File: config.mk
export PLATFORM = sky130hd
export DESIGN_NAME = hist_eq_frame_ctrl
export DESIGN_NICKNAME = d
export VERILOG_FILES = /design/src/rtl/hist_eq_pkg.sv /design/src/rtl/hist_eq_frame_cnt.sv /design/src/rtl/hist_eq_frame_ctrl.sv
export SDC_FILE = /design/constraint.sdc
export NUM_CORES = 1
export LEC_CHECK = 0
export ABC_CLOCK_PERIOD_IN_PS = 4100
export BUFFER_PORTS_ARGS = -buffer_cell sky130_fd_sc_hd__buf_2
export CORE_UTILIZATION = 51
export DETAILED_ROUTE_END_ITERATION = 10
export PLACE_DENSITY = 0.8
export SLEW_MARGIN = 20
export SYNTH_ARGS = -nofsm -noshare
export SYNTH_HDL_FRONTEND = slang
export SYNTH_HIERARCHICAL = 1
export SYNTH_SLANG_ARGS = --single-unit
File: constraint.sdc
create_clock -name i_sys_clk -period 4.1 [get_ports i_sys_clk]
set_input_delay 0.41 -clock i_sys_clk [delete_from_list [all_inputs] [get_ports i_sys_clk]]
set_output_delay 0.41 -clock i_sys_clk [all_outputs]
set_load 0.02 [all_outputs]
File: src/rtl/hist_eq_pkg.sv
// Shared types and constants for the histogram-equalisation frame sequencer.
package hist_eq_pkg;

    typedef enum logic [1:0] {
        S_CLEAR,
        S_WAIT_SOF,
        S_ACTIVE,
        S_CDF
    } state_e;

    localparam int BOUND_WIDTH = 10;

    function automatic int num_bins(input int data_width);
        return 1 << data_width;
    endfunction

endpackage

File: src/rtl/hist_eq_frame_cnt.sv
// Column/row position tracking for the incoming pixel stream and last-line detection.
// Optional line-geometry check enabled by defining HIST_CTRL_GEOM_CHECK_EN.
module hist_eq_frame_cnt
    import hist_eq_pkg::*;
#(
    parameter int DIM_WIDTH = 12
) (
    input  logic                 clk,
    input  logic                 rst_n,
    input  logic                 cnt_en,
    input  logic                 sof,
    input  logic                 tlast,
    input  logic [DIM_WIDTH-1:0] img_width,
    input  logic [DIM_WIDTH-1:0] img_height,
    output logic                 last_line,
    output logic                 err_line
);

    logic [DIM_WIDTH-1:0] col_q, col_d;
    logic [DIM_WIDTH-1:0] row_q, row_d;
    logic [DIM_WIDTH-1:0] col_base;
    logic [DIM_WIDTH-1:0] row_base;

    // A start-of-frame beat is itself pixel (0,0), so it counts from a zero base.
    always_comb begin
        col_base  = sof ? '0 : col_q;
        row_base  = sof ? '0 : row_q;
        col_d     = col_q;
        row_d     = row_q;
        if (cnt_en) begin
            if (tlast) begin
                col_d = '0;
                row_d = row_base + DIM_WIDTH'(1);
            end else begin
                col_d = col_base + DIM_WIDTH'(1);
                row_d = row_base;
            end
        end
        last_line = cnt_en & tlast & (row_base == img_height - DIM_WIDTH'(1));
    end

`ifdef HIST_CTRL_GEOM_CHECK_EN
    always_comb begin
        err_line = cnt_en & ((tlast & (col_base != img_width - DIM_WIDTH'(1))) |
                             (~tlast & (col_base == img_width - DIM_WIDTH'(1))));
    end
`else
    logic geom_unused;
    assign geom_unused = ^img_width;
    assign err_line    = 1'b0;
`endif

    always_ff @(posedge clk or negedge rst_n) begin
        if (!rst_n) begin
            col_q <= '0;
            row_q <= '0;
        end else begin
            col_q <= col_d;
            row_q <= row_d;
        end
    end

endmodule

File: src/rtl/hist_eq_frame_ctrl.sv
// Frame sequencer: shadows config at SOF and cycles the ping-pong histogram banks
// through accumulate -> CDF build -> bin clear. Geometry check: HIST_CTRL_GEOM_CHECK_EN.
module hist_eq_frame_ctrl
    import hist_eq_pkg::*;
#(
    parameter int DATA_WIDTH = 8,
    parameter int DIM_WIDTH  = 12
) (
    input  logic                   i_sys_clk,
    input  logic                   i_sys_aresetn,
    input  logic [DATA_WIDTH-1:0]  contrast_threshold_param,
    input  logic [BOUND_WIDTH-1:0] upper_bound_param,
    input  logic [BOUND_WIDTH-1:0] lower_bound_param,
    input  logic                   thresholding_en,
    input  logic [DIM_WIDTH-1:0]   img_width,
    input  logic [DIM_WIDTH-1:0]   img_height,
    input  logic                   s_axis_tvalid,
    input  logic                   s_axis_tuser,
    input  logic                   s_axis_tlast,
    input  logic                   s_axis_tready,
    input  logic                   i_cdf_done,
    output logic                   o_accept_en,
    output logic [DATA_WIDTH-1:0]  o_contrast_threshold,
    output logic [BOUND_WIDTH-1:0] o_upper_bound,
    output logic [BOUND_WIDTH-1:0] o_lower_bound,
    output logic                   o_thresholding_en,
    output logic                   o_bank_sel,
    output logic                   o_cdf_start,
    output logic                   o_clr_we,
    output logic [DATA_WIDTH-1:0]  o_clr_addr,
    output logic                   o_frame_active,
    output logic                   o_frame_done,
    output logic                   o_err_sof,
    output logic                   o_err_line
);

    localparam logic [DATA_WIDTH-1:0] LAST_BIN = DATA_WIDTH'(num_bins(DATA_WIDTH) - 1);

    state_e                 state_q, state_d;
    logic                   accept_en_q, accept_en_d;
    logic [DATA_WIDTH-1:0]  thr_q, thr_d;
    logic [BOUND_WIDTH-1:0] ub_q, ub_d;
    logic [BOUND_WIDTH-1:0] lb_q, lb_d;
    logic                   th_en_q, th_en_d;
    logic                   bank_sel_q, bank_sel_d;
    logic                   cdf_start_q, cdf_start_d;
    logic                   clr_we_q, clr_we_d;
    logic [DATA_WIDTH-1:0]  clr_addr_q, clr_addr_d;
    logic                   frame_active_q, frame_active_d;
    logic                   frame_done_q, frame_done_d;
    logic                   err_sof_q, err_sof_d;
    logic                   err_line_q, err_line_d;

    logic beat, sof, cnt_en, last_line, cnt_err_line;

    assign beat   = s_axis_tvalid & s_axis_tready;
    assign sof    = beat & s_axis_tuser & ((state_q == S_WAIT_SOF) | (state_q == S_ACTIVE));
    assign cnt_en = sof | (beat & (state_q == S_ACTIVE));

    hist_eq_frame_cnt #(
        .DIM_WIDTH (DIM_WIDTH)
    ) u_frame_cnt (
        .clk        (i_sys_clk),
        .rst_n      (i_sys_aresetn),
        .cnt_en     (cnt_en),
        .sof        (sof),
        .tlast      (s_axis_tlast),
        .img_width  (img_width),
        .img_height (img_height),
        .last_line  (last_line),
        .err_line   (cnt_err_line)
    );

    always_comb begin
        state_d        = state_q;
        accept_en_d    = accept_en_q;
        thr_d          = thr_q;
        ub_d           = ub_q;
        lb_d           = lb_q;
        th_en_d        = th_en_q;
        bank_sel_d     = bank_sel_q;
        clr_we_d       = clr_we_q;
        clr_addr_d     = clr_addr_q;
        frame_active_d = frame_active_q;
        cdf_start_d    = 1'b0;
        frame_done_d   = 1'b0;
        err_sof_d      = 1'b0;
        err_line_d     = cnt_err_line;

        case (state_q)
            // First S_CLEAR cycle only raises the write strobe at bin 0.
            S_CLEAR: begin
                accept_en_d = 1'b0;
                if (clr_we_q && (clr_addr_q == LAST_BIN)) begin
                    clr_we_d    = 1'b0;
                    clr_addr_d  = '0;
                    accept_en_d = 1'b1;
                    state_d     = S_WAIT_SOF;
                end else begin
                    clr_we_d   = 1'b1;
                    clr_addr_d = clr_we_q ? clr_addr_q + DATA_WIDTH'(1) : '0;
                end
            end
            S_WAIT_SOF: begin
                if (sof) begin
                    frame_active_d = 1'b1;
                    state_d        = S_ACTIVE;
                end
            end
            S_ACTIVE: begin
                err_sof_d = sof;
            end
            S_CDF: begin
                accept_en_d = 1'b0;
                if (i_cdf_done) begin
                    bank_sel_d = ~bank_sel_q;
                    state_d    = S_CLEAR;
                end
            end
            default: state_d = S_CLEAR;
        endcase

        if (sof) begin
            thr_d   = contrast_threshold_param;
            ub_d    = upper_bound_param;
            lb_d    = lower_bound_param;
            th_en_d = thresholding_en;
        end

        if (last_line) begin
            frame_done_d   = 1'b1;
            cdf_start_d    = 1'b1;
            frame_active_d = 1'b0;
            accept_en_d    = 1'b0;
            state_d        = S_CDF;
        end
    end

    always_ff @(posedge i_sys_clk or negedge i_sys_aresetn) begin
        if (!i_sys_aresetn) begin
            state_q        <= S_CLEAR;
            accept_en_q    <= 1'b0;
            thr_q          <= '0;
            ub_q           <= '0;
            lb_q           <= '0;
            th_en_q        <= 1'b0;
            bank_sel_q     <= 1'b0;
            cdf_start_q    <= 1'b0;
            clr_we_q       <= 1'b0;
            clr_addr_q     <= '0;
            frame_active_q <= 1'b0;
            frame_done_q   <= 1'b0;
            err_sof_q      <= 1'b0;
            err_line_q     <= 1'b0;
        end else begin
            state_q        <= state_d;
            accept_en_q    <= accept_en_d;
            thr_q          <= thr_d;
            ub_q           <= ub_d;
            lb_q           <= lb_d;
            th_en_q        <= th_en_d;
            bank_sel_q     <= bank_sel_d;
            cdf_start_q    <= cdf_start_d;
            clr_we_q       <= clr_we_d;
            clr_addr_q     <= clr_addr_d;
            frame_active_q <= frame_active_d;
            frame_done_q   <= frame_done_d;
            err_sof_q      <= err_sof_d;
            err_line_q     <= err_line_d;
        end
    end

    assign o_accept_en          = accept_en_q;
    assign o_contrast_threshold = thr_q;
    assign o_upper_bound        = ub_q;
    assign o_lower_bound        = lb_q;
    assign o_thresholding_en    = th_en_q;
    assign o_bank_sel           = bank_sel_q;
    assign o_cdf_start          = cdf_start_q;
    assign o_clr_we             = clr_we_q;
    assign o_clr_addr           = clr_addr_q;
    assign o_frame_active       = frame_active_q;
    assign o_frame_done         = frame_done_q;
    assign o_err_sof            = err_sof_q;
    assign o_err_line           = err_line_q;

endmodule

==> out/results.ini, run 1 <==
[cts]
cts.sinks=58
h-tree-depth=3
cts_buffers=9
root_buffer=clkbuf_8
worstSkewPairLatency_ns=0.35
clockBufferDepth=2
cts_tree=done
post_cts_buffers=0
path_clk_slew_ns=0.07

[grt]
antenna_found_initial=0
grt.total_usage_pct=23.7
grt_max_degree=42
grt.overflow.total=0
grt_pass1_wl_um=11700
grt_pass1_vias=2657

[sta]
tightest_slew_ns=0.518
fin_crit_sh_pct=82.6
finalWorstSetupSlack_ns=0.715
finalHoldViolations=0
finClkSkew_ns=0.00726
fmax_ghz=0.295
slew_violations=0
maxSlewHeadroom_pct=65.1
setup_viol=0
rsz0062_at_grt=no
period_needed_ns=3.38
fin_tns_setup_ns=0

[synth]
syn_avg_cell_area_um2=8.69
synth_edf_count=0
syn_nets=434
syn_inst=367
ys_types=52
async_reset_ff_share_pct=100
synth_area_mm2=0.00319
seq_area_frac_synth_pct=45.5
yosys_register_bits=58
yosysWarnings=6
synth_ff_type=dfrtp_1
synth_area_leaders=dfrtp_1, nand2_1, xnor2_1
netlist.area_leader.share_pct=45.5
synth_top_area_cell=dfrtp_1

[power]
power.switching_w=0.000263
pwr-share-seq_pct=48.7
p_int_w=0.000915
clockPowerShare_pct=45.4
switching_share_pct=22.3
irDropWorstVdd_mv=0.261
combPwrFrac_pct=6.0
p_leak_nw=2.05
p_per_area_mw_per_mm2=300

[placement]
portBuffers=92
gp_congestion=0.835
dp_slack_ns=0.704
dp.final_hpwl_um=5070

[run]
max-cap-violations=0

[critical_path]
regToRegSetupSlack_ns=0.72
ff2ff_path_depth=14
cp-end-kind=flop
crit_required_ns=4.37
r2r-end=state_q[1]
cp-start-kind=flop
cp_max_fo=34
crit_type=reg -> reg
arrival_ns=3.65
rr_startpoint=state_q[0]
cp-startpoint=state_q[0]
crit_path_end=state_q[1]

[floorplan]
die_area_mm2=0.00657
core_mm2=0.00599
io_pins=105
rows=28
die_h_um=81.1
fp.dieW_um=81.1
initial_core_util_pct=53.2

[final_layout]
n_antenna_cell=0
fill_cells=512
nets=529
multiInputGateArea_mm2=0.00162
drive_gt1_share_pct=27.8
seq_area_mm2=0.00145
syn_to_final_growth_pct=23.2

[route]
antenna_left=0
dr.pass1.iters=4
vias_per_cell=5.32
routed_wirelength_um=6960
drt-initial-drc-count=178
vias=2881
wire_per_inst_um=12.8
drc=0

[hold_path]
hold_path.class=in -> reg

[run_status]
status=finished clean

cell usage after synthesis, drive strengths merged (8+ instances only):
| cell type | instances |
|---|---|
| a21oi | 9 |
| and3 | 8 |
| clkbuf | 12 |
| dfrtp | 58 |
| inv | 12 |
| nand2 | 117 |
| nand3 | 12 |
| nor2 | 17 |
| nor3 | 10 |
| o21ai | 17 |
| xnor2 | 20 |
flip-flops by register name, indices dropped and copies added (netlist names):
signal,count
state_q,2
o_thresholding_en,1
o_contrast_threshold,8
o_accept_en,1
o_err_sof,1
o_clr_we,1
o_upper_bound,10
o_clr_addr,8
o_bank_sel,1
u_frame_cnt/row_q,12
o_lower_bound,10
o_err_line,1
o_frame_active,1
o_frame_done,1
per-stage QoR:
step                area, um2  hold WS, ns  util, %  power [W]  instances
floorplan                3190        0.114        -   0.000610        367
global placement         3710        0.353     62.0   0.000652        525
detailed placement       3710        0.362     62.0   0.000654        525
CTS                      3930        0.240     65.5    0.00119        542
global route             3930        0.244     65.5    0.00123        542
finish                   3930        0.249     65.5    0.00118        542
what timing repair did:
item | 4_1_cts | 5_1_grt
resized for setup | 0 | 0
hold buffers | 1 | 0
endpoints found under the hold margin | 9 | 0
cells by family after synthesis:
logic type / synth area share, %
other: 0.118
adders and majority gates: 2.75
buffers and inverters: 3.77
and+or+nand+nor: 27.5
xor gates and xnor gates: 6.59
AOI/OAI and AO/OA: 11.7
DFF: 45.5
muxes: 2.00
cells in the final DEF (no fill, tap or decap), types with 5 or more instances in the layout:
| master | synthesis | routed |
|---|---|---|
| dfrtp_1 | 58 | 58 |
| clkbuf_8 | 1 | 11 |
| buf_2 | 1 | 92 |
| ha_1 | 7 | 7 |
| buf_4 | 2 | 6 |
| nand3_1 | 12 | 12 |
| a21oi_1 | 8 | 8 |
| nor2_1 | 17 | 17 |
| and3_1 | 6 | 6 |
| o21ai_0 | 17 | 17 |
| nand4_1 | 5 | 5 |
| nor3_1 | 9 | 9 |
| nand2_1 | 117 | 117 |
| xnor2_1 | 20 | 20 |
| inv_1 | 12 | 12 |
| nor2b_1 | 7 | 7 |
routing by layer:
layer,vias up,global-route usage [%],wire [um]
met4,0,7.14,88
met1,1350,29.5,3060
met3,9,8.43,471
met5,-,0,0
li1,1435,-,-
met2,87,38.5,3340
area by class of cell:
| class | count | area share [%] |
|---|---|---|
| clock inverters | 5 | 1.34 |
| repair buffers | 99 | 13.1 |
| inverters | 12 | 1.15 |
| flip-flops and latches | 58 | 37.0 |
| multi-input cells | 282 | 41.2 |
| clock buffers | 11 | 3.86 |
| well taps | 75 | 2.39 |
power by group through the flow:
stage | Combinational, W | Sequential, W | Clock [W]
floorplan | 0.0000258 | 0.000584 | 0
global placement | 0.0000688 | 0.000583 | 0
detailed placement | 0.0000708 | 0.000584 | 0
CTS | 0.0000718 | 0.000573 | 0.000550
global route | 0.0000796 | 0.000572 | 0.000575
finish | 0.0000706 | 0.000573 | 0.000534
how the worst min path moves through the flow:
stage | start | endpoint | slack [ns] | cells after the start
finish | lower_bound_param[1] | o_lower_bound[1] | 0.25 | 3
global route | lower_bound_param[3] | o_lower_bound[3] | 0.24 | 3
CTS | contrast_threshold_param[6] | o_contrast_threshold[6] | 0.24 | 3
detailed placement | i_sys_aresetn | o_upper_bound[5] | 0.36 | 1
global placement | i_sys_aresetn | o_upper_bound[5] | 0.35 | 1
floorplan | i_sys_aresetn | o_accept_en | 0.11 | 0
critical path, stage by stage, from the launching register on:
cell       delay, ns
dfrtp_1         0.40
inv_1           0.09
ha_1            0.28
nand4_1         0.13
inv_1           0.30
buf_4           0.38
nor2b_1         0.10
xnor2_1         0.15
o41ai_1         0.35
nand4_1         0.16
a2111oi_2       0.32
buf_4           0.21
nor2_1          0.06
a32o_1          0.24
a21oi_1         0.13
Power figures use the tool's default switching activity.
==> run 2, diff against run 1 <==
- ABC_CLOCK_PERIOD_IN_PS: 4100 -> 2800
- CORE_UTILIZATION: 51 -> 46
- PLACE_DENSITY: 0.8 -> 0.77
- clock period: 4.1 -> 2.8 ns (I/O delays scaled with it)
==> out/results.ini, run 2 (synthesis gave the netlist of run 1 again) <==
[critical_path]
slowest_stage=or4_4
worstPathCellList=inv_2, ha_4, nand4_1, inv_2, nand2b_4, nand2_2, or4_4, o211ai_2, a21oi_2, a2111oi_4, nor2_2, a32o_2, a21oi_2
cp-startpoint=state_q[1]
rr_startpoint=state_q[1]
worst-path-buf-inv=2
crit_required_ns=3.05
cp-end-kind=flop
cp_slowest_stage_delay_ns=0.48
regToRegSetupSlack_ns=0.03
arrival_ns=3.02
cp-start-kind=flop
crit_type=reg -> reg
critPathTopFamily=compound AO/OA/AOI/OAI gates
ff2ff_path_depth=13
r2r-end=state_q[1]
cp_max_fo=7

[sta]
finalHoldViolations=0
maxSlewHeadroom_pct=53.4
holdWs_ns=0.0785
slew_violations=0
tightest_slew_ns=0.698
finalWorstSetupSlack_ns=0.0296
fin_crit_sh_pct=98.9
rsz0062_at_grt=yes
setup_viol=0
fmax_ghz=0.361
finClkSkew_ns=0.00720
period_needed_ns=2.77

[grt]
grt.total_usage_pct=21.3
grt.overflow.total=0
grt_pass1_vias=2778
grt_max_degree=59
grt_pass1_wl_um=12300
antenna_found_initial=0

[run_status]
status=finished clean

[floorplan]
initial_core_util_pct=48.8
io_pins=105
die_h_um=85.3
die_area_mm2=0.00727
rows=29
fp.dieW_um=85.3
core_mm2=0.00653

[route]
routed_wirelength_um=7560
drt-initial-drc-count=150
antenna_left=0
vias=2944
dr.pass1.iters=4
vias_per_cell=5.34
drc=0
wire_per_inst_um=13.7

[placement]
portBuffers=92
gp_congestion=0.838
dp.final_hpwl_um=5320
dp_slack_ns=-0.0401
place_area_mm2=0.00376

[final_layout]
final_cell_mix=nand2_1, buf_2, dfrtp_1
layout_commonest_cell=nand2_1
final_area_mm2=0.00404
drive_gt1_share_pct=30.6
nets=537
largest_reg_flops=12
n_antenna_cell=0
largest_register=u_frame_cnt/row_q
syn_to_final_growth_pct=26.8

[power]
total_power_w=0.00179
irDropWorstVdd_mv=0.297
p_leak_nw=2.11
p_per_area_mw_per_mm2=442

[cts]
cts.sinks=58
path_clk_slew_ns=0.06
h-tree-depth=3
cts_tree=done
cts_buffers=9
root_buffer=clkbuf_8
worstSkewPairLatency_ns=0.33
clockBufferDepth=2

[hold_path]
hold_path.class=in -> async

[run]
max-cap-violations=0

[run 2: cell types whose count changed in the layout (fill, tap and decap cells not counted), moves of 2 or more]
cell      before  now
clkinv_2       3    0
clkbuf_1       0    2
inv_1         12    9
buf_4          6   15
inv_2          0    3
[run 2: worst max-delay path by stage]
stage,cells after the start,end
final,13,state_q[1]
after global routing,13,state_q[1]
after CTS,13,state_q[1]
after detailed placement,13,state_q[1]
after global placement,13,state_q[1]
after floorplan,14,state_q[1]
[run 2: worst reg2reg max path, delay by kind of cell, from the launching register on]
kind	cells	cell delay (ns)
compound gates	5	0.96
fa+ha+maj	1	0.25
flops	1	0.36
buf+inv	2	0.21
simple gates	5	0.91
[run 2: through the flow]
step / setup TNS (ns) / utilization (%) / std cells
2_1_floorplan: -0.0598 / - / 367
3_3_place_gp: 0 / 57.6 / 531
3_5_place_dp: -0.0401 / 57.6 / 531
4_1_cts: 0 / 61.0 / 546
5_1_grt: -0.329 / 61.9 / 551
6_report: 0 / 61.9 / 551
[run 2: cell type report]
| type | count | area, um2 |
|---|---|---|
| Tap cell | 77 | 96.3 |
| Clock inverter | 2 | 60.1 |
| Inverter | 12 | 45.0 |
| Sequential cell | 58 | 1450 |
| Clock buffer | 13 | 159 |
| Fill cell | 572 | 2490 |
| Multi-Input combinational cell | 282 | 1660 |
| Timing Repair Buffer | 107 | 573 |
[run 2: repair_timing]
action,4_1_cts,5_1_grt
resized for setup,0,7
endpoints found under the setup margin,1,3
pin swaps,1,5
buffers inserted,0,5
hold buffers,0,0
gates cloned,0,0
[run 2: power breakdown]
| group | switching [W] | internal [W] |
|---|---|---|
| Clock | 0.000298 | 0.000546 |
| Sequential | 0.000000135 | 0.000839 |
| Combinational | 0.0000594 | 0.0000468 |
| Total | 0.000357 | 0.00143 |
[run 2: layer usage]
layer,vias up,track usage (%),wire length (um)
met3,9,4.18,427
met1,1389,27.7,3400
met5,-,0,0
li1,1444,-,-
met2,102,34.5,3600
met4,0,9.70,121
==> run 3, diff against run 2 <==
- CTS_CLUSTER_DIAMETER: default -> 150
- RECOVER_POWER: default -> 25
==> out/results.ini, run 3 (synthesis gave the netlist of run 1 again) <==
[critical_path]
arrival_ns=3.02
crit_type=reg -> reg
cp_max_fo=7
crit_required_ns=3.05
cp-end-kind=flop
cp-start-kind=flop

[placement]
dp.final_hpwl_um=5320
placedCellCount=531
gp_congestion=0.838
portBuffers=92

[sta]
holdWs_ns=0.136
tightest_slew_ns=1.36
period_needed_ns=2.77
finalHoldViolations=0
rsz0062_at_grt=yes
setup_viol=0
slew_violations=0
fin_tns_setup_ns=0
fmax_ghz=0.361
finClkSkew_ns=0.00720
fin_crit_sh_pct=98.9
maxSlewHeadroom_pct=9.42

[grt]
grt.total_usage_pct=21.3
grt_max_degree=59
grt_pass1_wl_um=12300
grt.overflow.total=0
antenna_found_initial=0
grt_pass1_vias=2778

[final_layout]
fill_cells=573
n_antenna_cell=0
syn_to_final_growth_pct=26.8
drive_gt1_share_pct=30.6
nets=537
final_cell_mix=nand2_1, buf_2, dfrtp_1
largest_register=u_frame_cnt/row_q
fin_cells=551
post-route-util_pct=61.9
layout_commonest_cell=nand2_1
largest_reg_flops=12

[run]
max-cap-violations=0

[run_status]
status=finished clean

[power]
combPwrFrac_pct=5.9
p_int_w=0.00143
power.switching_w=0.000357
clockPowerShare_pct=47.2
switching_share_pct=20.0
p_per_area_mw_per_mm2=442
total_power_w=0.00179
p_leak_nw=2.10
irDropWorstVdd_mv=0.297
pwr-share-seq_pct=46.9

[cts]
ctsHoldBuffers=0
cts_buffers=9
path_clk_slew_ns=0.06
worstSkewPairLatency_ns=0.33
cts.sinks=58
root_buffer=clkbuf_8
cts_tree=done
clockBufferDepth=2
h-tree-depth=3

[route]
vias=2941
antenna_left=0
dr.pass1.iters=4
vias_per_cell=5.34
routed_wirelength_um=7560
wire_per_inst_um=13.7
drt-initial-drc-count=150
drc=0

[floorplan]
initial_core_util_pct=48.8
fp.dieW_um=85.3
die_h_um=85.3
io_pins=105
die_area_mm2=0.00727
core_mm2=0.00653
rows=29

[hold_path]
hold_path.class=in -> reg

-- run 3: final timing paths --
kind	cells after the start	start	slack, ns	to
worst max-delay path	13	state_q[1]	0.03	state_q[1]
worst min-delay path	3	lower_bound_param[5]	0.14	o_lower_bound[5]
worst max register to register	13	state_q[1]	0.03	state_q[1]
worst min register to register	2	o_lower_bound[5]	0.48	o_lower_bound[5]
max in group asynchronous	2	i_sys_aresetn	1.64	u_frame_cnt/row_q[6]
min in group asynchronous	2	i_sys_aresetn	0.34	o_contrast_threshold[2]
-- run 3: final cells by class --
class	instances	area (um2)	area share, %
Timing Repair Buffer	107	571	14.1
Inverter	12	45.0	1.11
Multi-Input combinational cell	282	1660	41.1
Sequential cell	58	1450	35.9
Tap cell	77	96.3	2.38
Clock buffer	13	159	3.93
Clock inverter	2	60.1	1.49
-- run 3: through the flow --
| stage | setup slack [ns] | instance area, um2 |
|---|---|---|
| 6_report | 0.0308 | 4040 |
| 5_1_grt | -0.134 | 4040 |
| 4_1_cts | 0.0159 | 3980 |
| 3_5_place_dp | -0.0401 | 3760 |
| 3_3_place_gp | 0.0708 | 3760 |
| 2_1_floorplan | -0.0598 | 3220 |
-- run 3: worst max-delay path, cell delays in order, from the launching register on --
cell,delay [ns]
dfrtp_1,0.36
inv_2,0.06
ha_4,0.25
nand4_1,0.11
inv_2,0.15
nand2b_4,0.16
nand2_2,0.06
or4_4,0.48
o211ai_2,0.09
a21oi_2,0.10
a2111oi_4,0.37
nor2_2,0.10
a32o_2,0.29
a21oi_2,0.11
-- run 3: power groups by stage --
stage	sequential [W]	combinational, W	clock [W]
after global placement	0.000854	0.000103	0
after detailed placement	0.000854	0.000107	0
final	0.000839	0.000106	0.000843
after CTS	0.000839	0.000107	0.000859
after global routing	0.000839	0.000117	0.000894
after floorplan	0.000856	0.0000386	0
-- run 3: per-layer routing --
layer / wire length [um] / vias up / global-route usage [%]
li1: - / 1444 / -
met1: 3410 / 1386 / 27.7
met2: 3600 / 102 / 34.5
met3: 420 / 9 / 4.18
met4: 121 / 0 / 9.70
met5: 0 / - / 0
-- run 3: repair_timing --
item	in CTS	in global routing
gates cloned	0	0
endpoints found under the setup margin	1	3
pin swaps	1	5
setup buffers	0	5
gates resized for setup	0	7
